## src/rtl/main_clasificador_pkg.sv

```systemverilog
// main_clasificador_pkg: shared widths and defaults for the main FIFO, VC FIFOs and routing arbiter
package main_clasificador_pkg;
  localparam int DATA_W         = 6;
  localparam int MAIN_DEPTH     = 4;
  localparam int MAIN_AF_THRESH = 3;
  localparam int MAIN_VC_SEL    = 5;
endpackage

```

## src/rtl/main_clasificador_fifo.sv

```systemverilog
// fifo_main: circular FIFO with occupancy counter, status flags and sticky overflow error
module fifo_main
  import main_clasificador_pkg::*;
#(
  parameter int DEPTH     = MAIN_DEPTH,
  parameter int AF_THRESH = MAIN_AF_THRESH
) (
  input  logic              clk,
  input  logic              reset,
  input  logic [DATA_W-1:0] wr_data,
  input  logic              push,
  input  logic              pop,
  output logic [DATA_W-1:0] head,
  output logic              empty,
  output logic              full,
  output logic              almost_full,
  output logic              error
);
  localparam int AW = $clog2(DEPTH);
  localparam int CW = AW + 1;
  logic [DATA_W-1:0] mem_q [DEPTH];
  logic [AW-1:0] wr_ptr_q, wr_ptr_d, rd_ptr_q, rd_ptr_d;
  logic [CW-1:0] cnt_q, cnt_d;
  logic err_q, err_d, wr, rd;
  always_comb begin
    empty       = cnt_q == '0;
    full        = cnt_q == CW'(DEPTH);
    almost_full = cnt_q >= CW'(AF_THRESH);
    error       = err_q;
    head        = mem_q[rd_ptr_q];
    wr          = push & ~full;
    rd          = pop & ~empty;
    wr_ptr_d    = wr ? wr_ptr_q + AW'(1) : wr_ptr_q;
    rd_ptr_d    = rd ? rd_ptr_q + AW'(1) : rd_ptr_q;
    cnt_d       = (wr & ~rd) ? cnt_q + CW'(1) : (rd & ~wr) ? cnt_q - CW'(1) : cnt_q;
    err_d       = err_q | (push & full);
  end
  always_ff @(posedge clk or posedge reset) begin
    if (reset) begin
      wr_ptr_q <= '0;
      rd_ptr_q <= '0;
      cnt_q    <= '0;
      err_q    <= 1'b0;
    end else begin
      wr_ptr_q <= wr_ptr_d;
      rd_ptr_q <= rd_ptr_d;
      cnt_q    <= cnt_d;
      err_q    <= err_d;
    end
  end
  // storage needs no reset: occupancy alone decides what is valid
  always_ff @(posedge clk) if (wr) mem_q[wr_ptr_q] <= wr_data;
endmodule

```

## src/rtl/main_clasificador.sv

```systemverilog
// main_clasificador: main FIFO steering head words to VC0/VC1 by a data bit under back-pressure
module main_clasificador
  import main_clasificador_pkg::*;
#(
  parameter int DEPTH      = MAIN_DEPTH,
  parameter int AF_THRESH  = MAIN_AF_THRESH,
  parameter int VC_SEL_BIT = MAIN_VC_SEL
) (
  input  logic              clk,
  input  logic              reset,
  input  logic [DATA_W-1:0] data_in,
  input  logic              push_main,
  input  logic              VC0_almost_full,
  input  logic              VC1_almost_full,
  output logic              VC0_push,
  output logic              VC1_push,
  output logic [DATA_W-1:0] VC0_data,
  output logic [DATA_W-1:0] VC1_data,
  output logic              main_empty,
  output logic              main_full,
  output logic              main_almost_full,
  output logic              error_main
);
  logic [DATA_W-1:0] head, vc0_data_q, vc0_data_d, vc1_data_q, vc1_data_d;
  logic vc0_push_q, vc0_push_d, vc1_push_q, vc1_push_d, sel, pop;
  fifo_main #(.DEPTH(DEPTH), .AF_THRESH(AF_THRESH)) u_fifo (
    .clk        (clk),
    .reset      (reset),
    .wr_data    (data_in),
    .push       (push_main),
    .pop        (pop),
    .head       (head),
    .empty      (main_empty),
    .full       (main_full),
    .almost_full(main_almost_full),
    .error      (error_main)
  );
  // a blocked head stalls everything behind it, keeping strict order
  always_comb begin
    sel        = head[VC_SEL_BIT];
    pop        = ~main_empty & ~(sel ? VC1_almost_full : VC0_almost_full);
    vc0_push_d = pop & ~sel;
    vc1_push_d = pop & sel;
    vc0_data_d = vc0_push_d ? head : vc0_data_q;
    vc1_data_d = vc1_push_d ? head : vc1_data_q;
  end
  always_ff @(posedge clk or posedge reset) begin
    if (reset) begin
      vc0_push_q <= 1'b0;
      vc1_push_q <= 1'b0;
      vc0_data_q <= '0;
      vc1_data_q <= '0;
    end else begin
      vc0_push_q <= vc0_push_d;
      vc1_push_q <= vc1_push_d;
      vc0_data_q <= vc0_data_d;
      vc1_data_q <= vc1_data_d;
    end
  end
  assign VC0_push = vc0_push_q;
  assign VC1_push = vc1_push_q;
  assign VC0_data = vc0_data_q;
  assign VC1_data = vc1_data_q;
endmodule

```

## config.mk

```make
export PLATFORM = sky130hd
export DESIGN_NAME = main_clasificador
export DESIGN_NICKNAME = d
export VERILOG_FILES = /design/src/rtl/main_clasificador_pkg.sv /design/src/rtl/main_clasificador_fifo.sv /design/src/rtl/main_clasificador.sv
export SDC_FILE = /design/constraint.sdc
export NUM_CORES = 1
export LEC_CHECK = 0
export ABC_AREA = 1
export BUFFER_PORTS_ARGS = -buffer_cell sky130_fd_sc_hd__buf_2
export CAP_MARGIN = 5
export CORE_MARGIN = 4
export CORE_UTILIZATION = 50
export DETAILED_ROUTE_END_ITERATION = 16
export GPL_TIMING_DRIVEN = 0
export PLACE_DENSITY = 0.74
export REMOVE_ABC_BUFFERS = 1
export SLEW_MARGIN = 25
export SYNTH_ARGS = -nofsm -noshare
export SYNTH_HDL_FRONTEND = slang
export SYNTH_SLANG_ARGS = --single-unit
```

## constraint.sdc

```tcl
create_clock -name clk -period 2.1 [get_ports clk]
set_input_delay 0.21 -clock clk [delete_from_list [all_inputs] [get_ports clk]]
set_output_delay 0.21 -clock clk [all_outputs]
set_load 0.01 [all_outputs]
```

# == After elaboration in Yosys (flattened, before gate mapping) ==
# Memory sizes are Yosys's and may differ from the RTL's.
# Cells that the tools add are included.
# word_totals
reg_bits,22
mem_bits_rw,24
inputBits,11
output_inout_bits,18
word_cells,37
n_memories,1
# op_classes
addsub,4
order_cmp,1
eq_ne,1
n_mux,5
n_bitwise,15
reduce_logical,2
# mem_list
memory,words,width,read_ports,rd_clocked_by_memory_dff,wr,line_no,rtl
u_fifo.mem_q,4,6,1,0,1,main_clasificador_fifo.sv:21,logic [DATA_W-1:0] mem_q [DEPTH];
# ops
op,n
1-bit bitwise AND,8
3-bit two-way mux,2
1-bit inverter,6
"2-bit by 1-bit adder with 2-bit output, second input constant",2
"3-bit by 1-bit adder with 3-bit output, second input constant",1
"3-bit == test, second input constant",1
"3-bit by 2-bit greater-or-equal comparator with 1-bit output, second input constant",1
3-bit zero test,1
1-bit two-way mux,3
"3-bit by 1-bit subtractor with 3-bit output, second input constant",1
2-bit nonzero test,1
1-bit bitwise OR,1

# == Depth between registers and ports, before layout ==
# An unclocked memory read counts as a cell.
# logic_depth
depth_word,8
depth_mapped,13
depth_no_buf,13

# == Cells and area by module ==
# A second synthesis with hierarchy kept.
# unflattened
hier_cells,196
hier_area_um2,1999.4
# by_module_without_submodules
mod,instances,cells_per_inst,area_per_inst_um2,seq_area_each_um2
fifo_main,1,137,1457.6,920.9
main_clasificador,1,59,541.8,350.3

# == Worst setup path before layout ==
# No wires, ideal clock.
# synth_path
path_kind,flip-flop to flip-flop
from,register u_fifo.cnt_q[0]
to,register u_fifo.cnt_q[1]
setup_ns,0.125
arrival_time_ns,1.817
t_required_ns,1.975
path_slack_ns,0.158
stages_incl_launch_ff,8
n_path_buf,0
period_less_slack_ns,1.942
cell_sequence,dfrtp_1 -> nor3_1 -> nor2_1 -> ha_1 -> inv_1 -> fa_1 -> nor2_1 -> a21oi_1
# synth_between
word_cells_on_any_way,16
classes_between,add/sub (2); eq/ne (1); mux (2); bitwise (9); reduce/logical (2)
# synth_rtl
item,line_no,rtl
from (decl),main_clasificador_fifo.sv:23,"logic [CW-1:0] cnt_q, cnt_d;"
from (signal assigned),main_clasificador_fifo.sv:47,cnt_q <= cnt_d;
3-bit == test,main_clasificador_fifo.sv:27,full = cnt_q == CW'(DEPTH);
net main_full,main_clasificador.sv:20,"output logic main_full,"
1-bit inverter,main_clasificador_fifo.sv:31,wr = push & ~full;
1-bit bitwise AND,main_clasificador_fifo.sv:31,
net u_fifo.wr,main_clasificador_fifo.sv:24,"logic err_q, err_d, wr, rd;"
1-bit bitwise AND,main_clasificador_fifo.sv:35,cnt_d = (wr & ~rd) ? cnt_q + CW'(1) : (rd & ~wr) ? cnt_q - CW'(1) : cnt_q;
3-bit two-way mux,main_clasificador_fifo.sv:35,
net u_fifo.cnt_d[1],main_clasificador_fifo.sv:23,
# The timed path passes the listed nets, and every way through them passes these cells. The select of a mux whose other input is x is not followed.
# A chain may end at the register's enable or synchronous reset.

# == Worst setup path in the final report ==
# layout_path
from,register u_fifo.cnt_q[2]
to,"memory u_fifo.mem_q[3][4], enable pin"
# layout_between
elab_chain_len,5
# layout_lines
item,line_no,rtl
3-bit == test,main_clasificador_fifo.sv:27,
1-bit inverter,main_clasificador_fifo.sv:31,
1-bit bitwise AND,main_clasificador_fifo.sv:31,
net u_fifo.wr,main_clasificador_fifo.sv:24,
1-bit two-way mux,main_clasificador_fifo.sv:52,always_ff @(posedge clk) if (wr) mem_q[wr_ptr_q] <= wr_data;
1-bit two-way mux (not written as such),main_clasificador_fifo.sv:52,
to (decl),main_clasificador_fifo.sv:21,
# The timed path passes the listed nets, and every way through them passes these cells.

==> flow_metrics.env <==
export IMPL_ys_seq_area_frac=0.6517
export IMPL_cts_tree="yes"
export IMPL_start_kind="flop"
export IMPL_final_common_cell="nand2_1"
export IMPL_p_clk_frac=0.177
export IMPL_status="finished, final reports clean"
export IMPL_placedCellCount=245
export IMPL_port_buffers=28
export IMPL_io_pins=29
export IMPL_nets=228
export IMPL_swShare=0.3920
export IMPL_drv_cap=0
export IMPL_p_switching_mw=1.458
export IMPL_first_global_vias=1330
export IMPL_track_usage=0.1644
export IMPL_p_seq_frac=0.385
export IMPL_fin_crit_sh=0.9645
export IMPL_grt_pass1_wl_um=6175
export IMPL_final_cell_mix="nand2_1 (33), buf_2 (28), edfxtp_1 (24)"
export IMPL_first_pass_iters=4
export IMPL_syn_inst=172
export IMPL_vias=1354
export IMPL_regArea_um2=1274
export IMPL_ys_ff_latch=46
export IMPL_fp_coreArea_um2=3716
export IMPL_multi_input_area_um2=635.6
export IMPL_met2_usage=0.2630
export IMPL_met3_usage=0.03885
export IMPL_grt_start_max_net_pins=23
export IMPL_drive_above_1_share=0.3066
export IMPL_ir_worst_vdd_v=0.0005576
export IMPL_maxSlewHeadroom=0.4663
export IMPL_worstSetupPathType="reg2reg"
export IMPL_syn_avg_cell_area_um2=11.34
export IMPL_fmax_mhz=493.7
export IMPL_use_met1=0.1951
export IMPL_rr_startpoint="u_fifo.cnt_q[2]"
export IMPL_finalPower_mw=3.720
export IMPL_drt_iter0_drc=80
export IMPL_worst_pin_slew_ns=0.7997
export IMPL_die_y_um=70.46
export IMPL_path_max_fanout=6
export IMPL_worstSetupEndpointType="flop"
export IMPL_h_tree_depth=2
export IMPL_top_usage_layer="met2"
export IMPL_clock_path_buffers=2
export IMPL_via_per_inst=5.208
export IMPL_routabilityCongestion=0.7264
export IMPL_fin_cells=260
export IMPL_arrival_ns=1.96
export IMPL_cts_root_buf="clkbuf_8"
export IMPL_p_leak_nw=1.070
export IMPL_hold_class="in2async"
export IMPL_cts_sinks=46
export IMPL_r2r_slack_ns=0.07
export IMPL_dpl_hpwl_um=2632
export IMPL_synth_area_um2=1951
export IMPL_antenna_found_initial=0
export IMPL_dieWidth_um=70.46
export IMPL_rr_endpoint="u_fifo.mem_q[3][4]"
export IMPL_cp_required_ns=2.04
export IMPL_internal_power_mw=2.262
export IMPL_p_comb_frac=0.438
export IMPL_synth_top_flop_cell="edfxtp_1"
export IMPL_wirelength_um=3808
export IMPL_path_clk_slew_ns=0.09
export IMPL_finalMaxSlewViolations=0
export IMPL_rsz0062_at_grt="yes"
export IMPL_finClkSkew_ns=0.01209
export IMPL_synth_distinct_cells=26
export IMPL_synth_edf_count=24
export IMPL_cts_buffers=5
export IMPL_initial_core_util=0.5249
export IMPL_wl_per_cell_um=14.65
export IMPL_setup_viol=0
export IMPL_diodes=0
export IMPL_drcViolationCount=0
export IMPL_hold_violations=0
export IMPL_area_delta_synth_final_pct=20.72
export IMPL_clk_latency_ns=0.31
export IMPL_async_flop_share=0.4783
export IMPL_pre_cts_ws_ns=-0.4190
export IMPL_ys_warn_count=0
export IMPL_reg2regPathDepth=5
export IMPL_setup_ws_ns=0.07464
export IMPL_antenna_left=0
export IMPL_die_area_um2=4965
export IMPL_power_density_nw_per_um2=1580
export IMPL_rows=22
export IMPL_min_period_ns=2.025
export IMPL_fill_cells=298
export IMPL_grt_ovfl_total=0
[power groups by stage]
stage / combinational [mW] / clock (mW) / sequential [mW]
after global placement: 1.28 / 0 / 1.44
final: 1.63 / 0.657 / 1.43
after floorplan: 0.907 / 0 / 1.48
after detailed placement: 1.37 / 0 / 1.47
after global routing: 1.82 / 0.706 / 1.46
after CTS: 1.56 / 0.669 / 1.43
[cells in the mapped netlist (2+ instances only)]
master    number  share of area
nand2_1       35          0.067
edfxtp_1      24           0.37
dfrtp_1       22           0.28
inv_1         18          0.035
nor2_1        18          0.035
o21ai_0       12          0.031
nand3_1        6          0.015
ha_1           5          0.032
o22ai_1        5          0.016
buf_2          3         0.0077
inv_2          3         0.0058
nand3_2        3          0.015
xor2_1         3          0.013
nand4_2        2          0.013
xnor2_1        2         0.0090
[layer usage]
| metal | wire, µm | up-vias |
|---|---|---|
| met5 | 0 | - |
| met4 | 129 | 0 |
| met3 | 204 | 12 |
| met2 | 1930 | 40 |
| met1 | 1544 | 653 |
| li1 | - | 649 |
[worst max-delay path, cell delays in order, from the launching register on]
cell     delay [ns]
dfrtp_1        0.37
inv_1          0.11
nor3_1         0.10
nor2_1         0.39
inv_1          0.19
nor2_1         0.49
[how the worst max path moves through the flow]
stage	cells past startpoint	slack [ns]	end	from
2_1_floorplan	13	-0.03	u_fifo.cnt_q[2]	u_fifo.rd_ptr_q[0]
3_3_place_gp	13	-0.29	u_fifo.cnt_q[2]	u_fifo.rd_ptr_q[0]
3_5_place_dp	13	-0.42	u_fifo.cnt_q[2]	u_fifo.rd_ptr_q[0]
4_1_cts	13	0.01	u_fifo.cnt_q[2]	u_fifo.rd_ptr_q[0]
5_1_grt	5	-0.03	u_fifo.mem_q[3][4]	u_fifo.cnt_q[2]
6_report	5	0.07	u_fifo.mem_q[3][4]	u_fifo.cnt_q[2]
[area by class of cell]
class	instances	area share
Clock inverter	2	0.01541
Clock buffer	6	0.03082
Tap cell	48	0.02550
Sequential cell	46	0.5409
Multi-Input combinational cell	102	0.2699
Timing Repair Buffer	35	0.08183
Inverter	21	0.03560
[per-stage QoR]
step	TNS [ns]	hold slack, ns	utilization	instance area, µm²
after floorplan	-0.02571	0.1992	-	1936
after global placement	-0.4937	0.3749	0.5747	2136
after detailed placement	-0.7372	0.4104	0.5747	2136
after CTS	0	0.07712	0.6249	2322
after global routing	-0.2359	0.1053	0.6337	2355
final	0	0.04256	0.6337	2355
[state kept, by name, summed over array words and instances (netlist names)]
signal           count
VC0_data             6
VC0_push             1
VC1_data             6
VC1_push             1
u_fifo.cnt_q         3
u_fifo.error         1
u_fifo.mem_q        24
u_fifo.rd_ptr_q      2
u_fifo.wr_ptr_q      2
[cell families after synthesis]
group	share of synthesized area
AND/OR/NAND/NOR	0.1751
flip-flops	0.6517
buffers and inverters	0.04810
AO/OA/AOI/OAI	0.06029
adder cells (fa/ha/maj)	0.04234
XOR/XNOR	0.02245
[repair_timing]
action / in CTS / in global routing
setup endpoints to repair: 2 / 2
hold buffers: 0 / 0
setup buffers: 5 / 2
pin swaps: 5 / 1
resized for setup: 12 / 4
No activity file was read; power rests on OpenSTA's default activity.
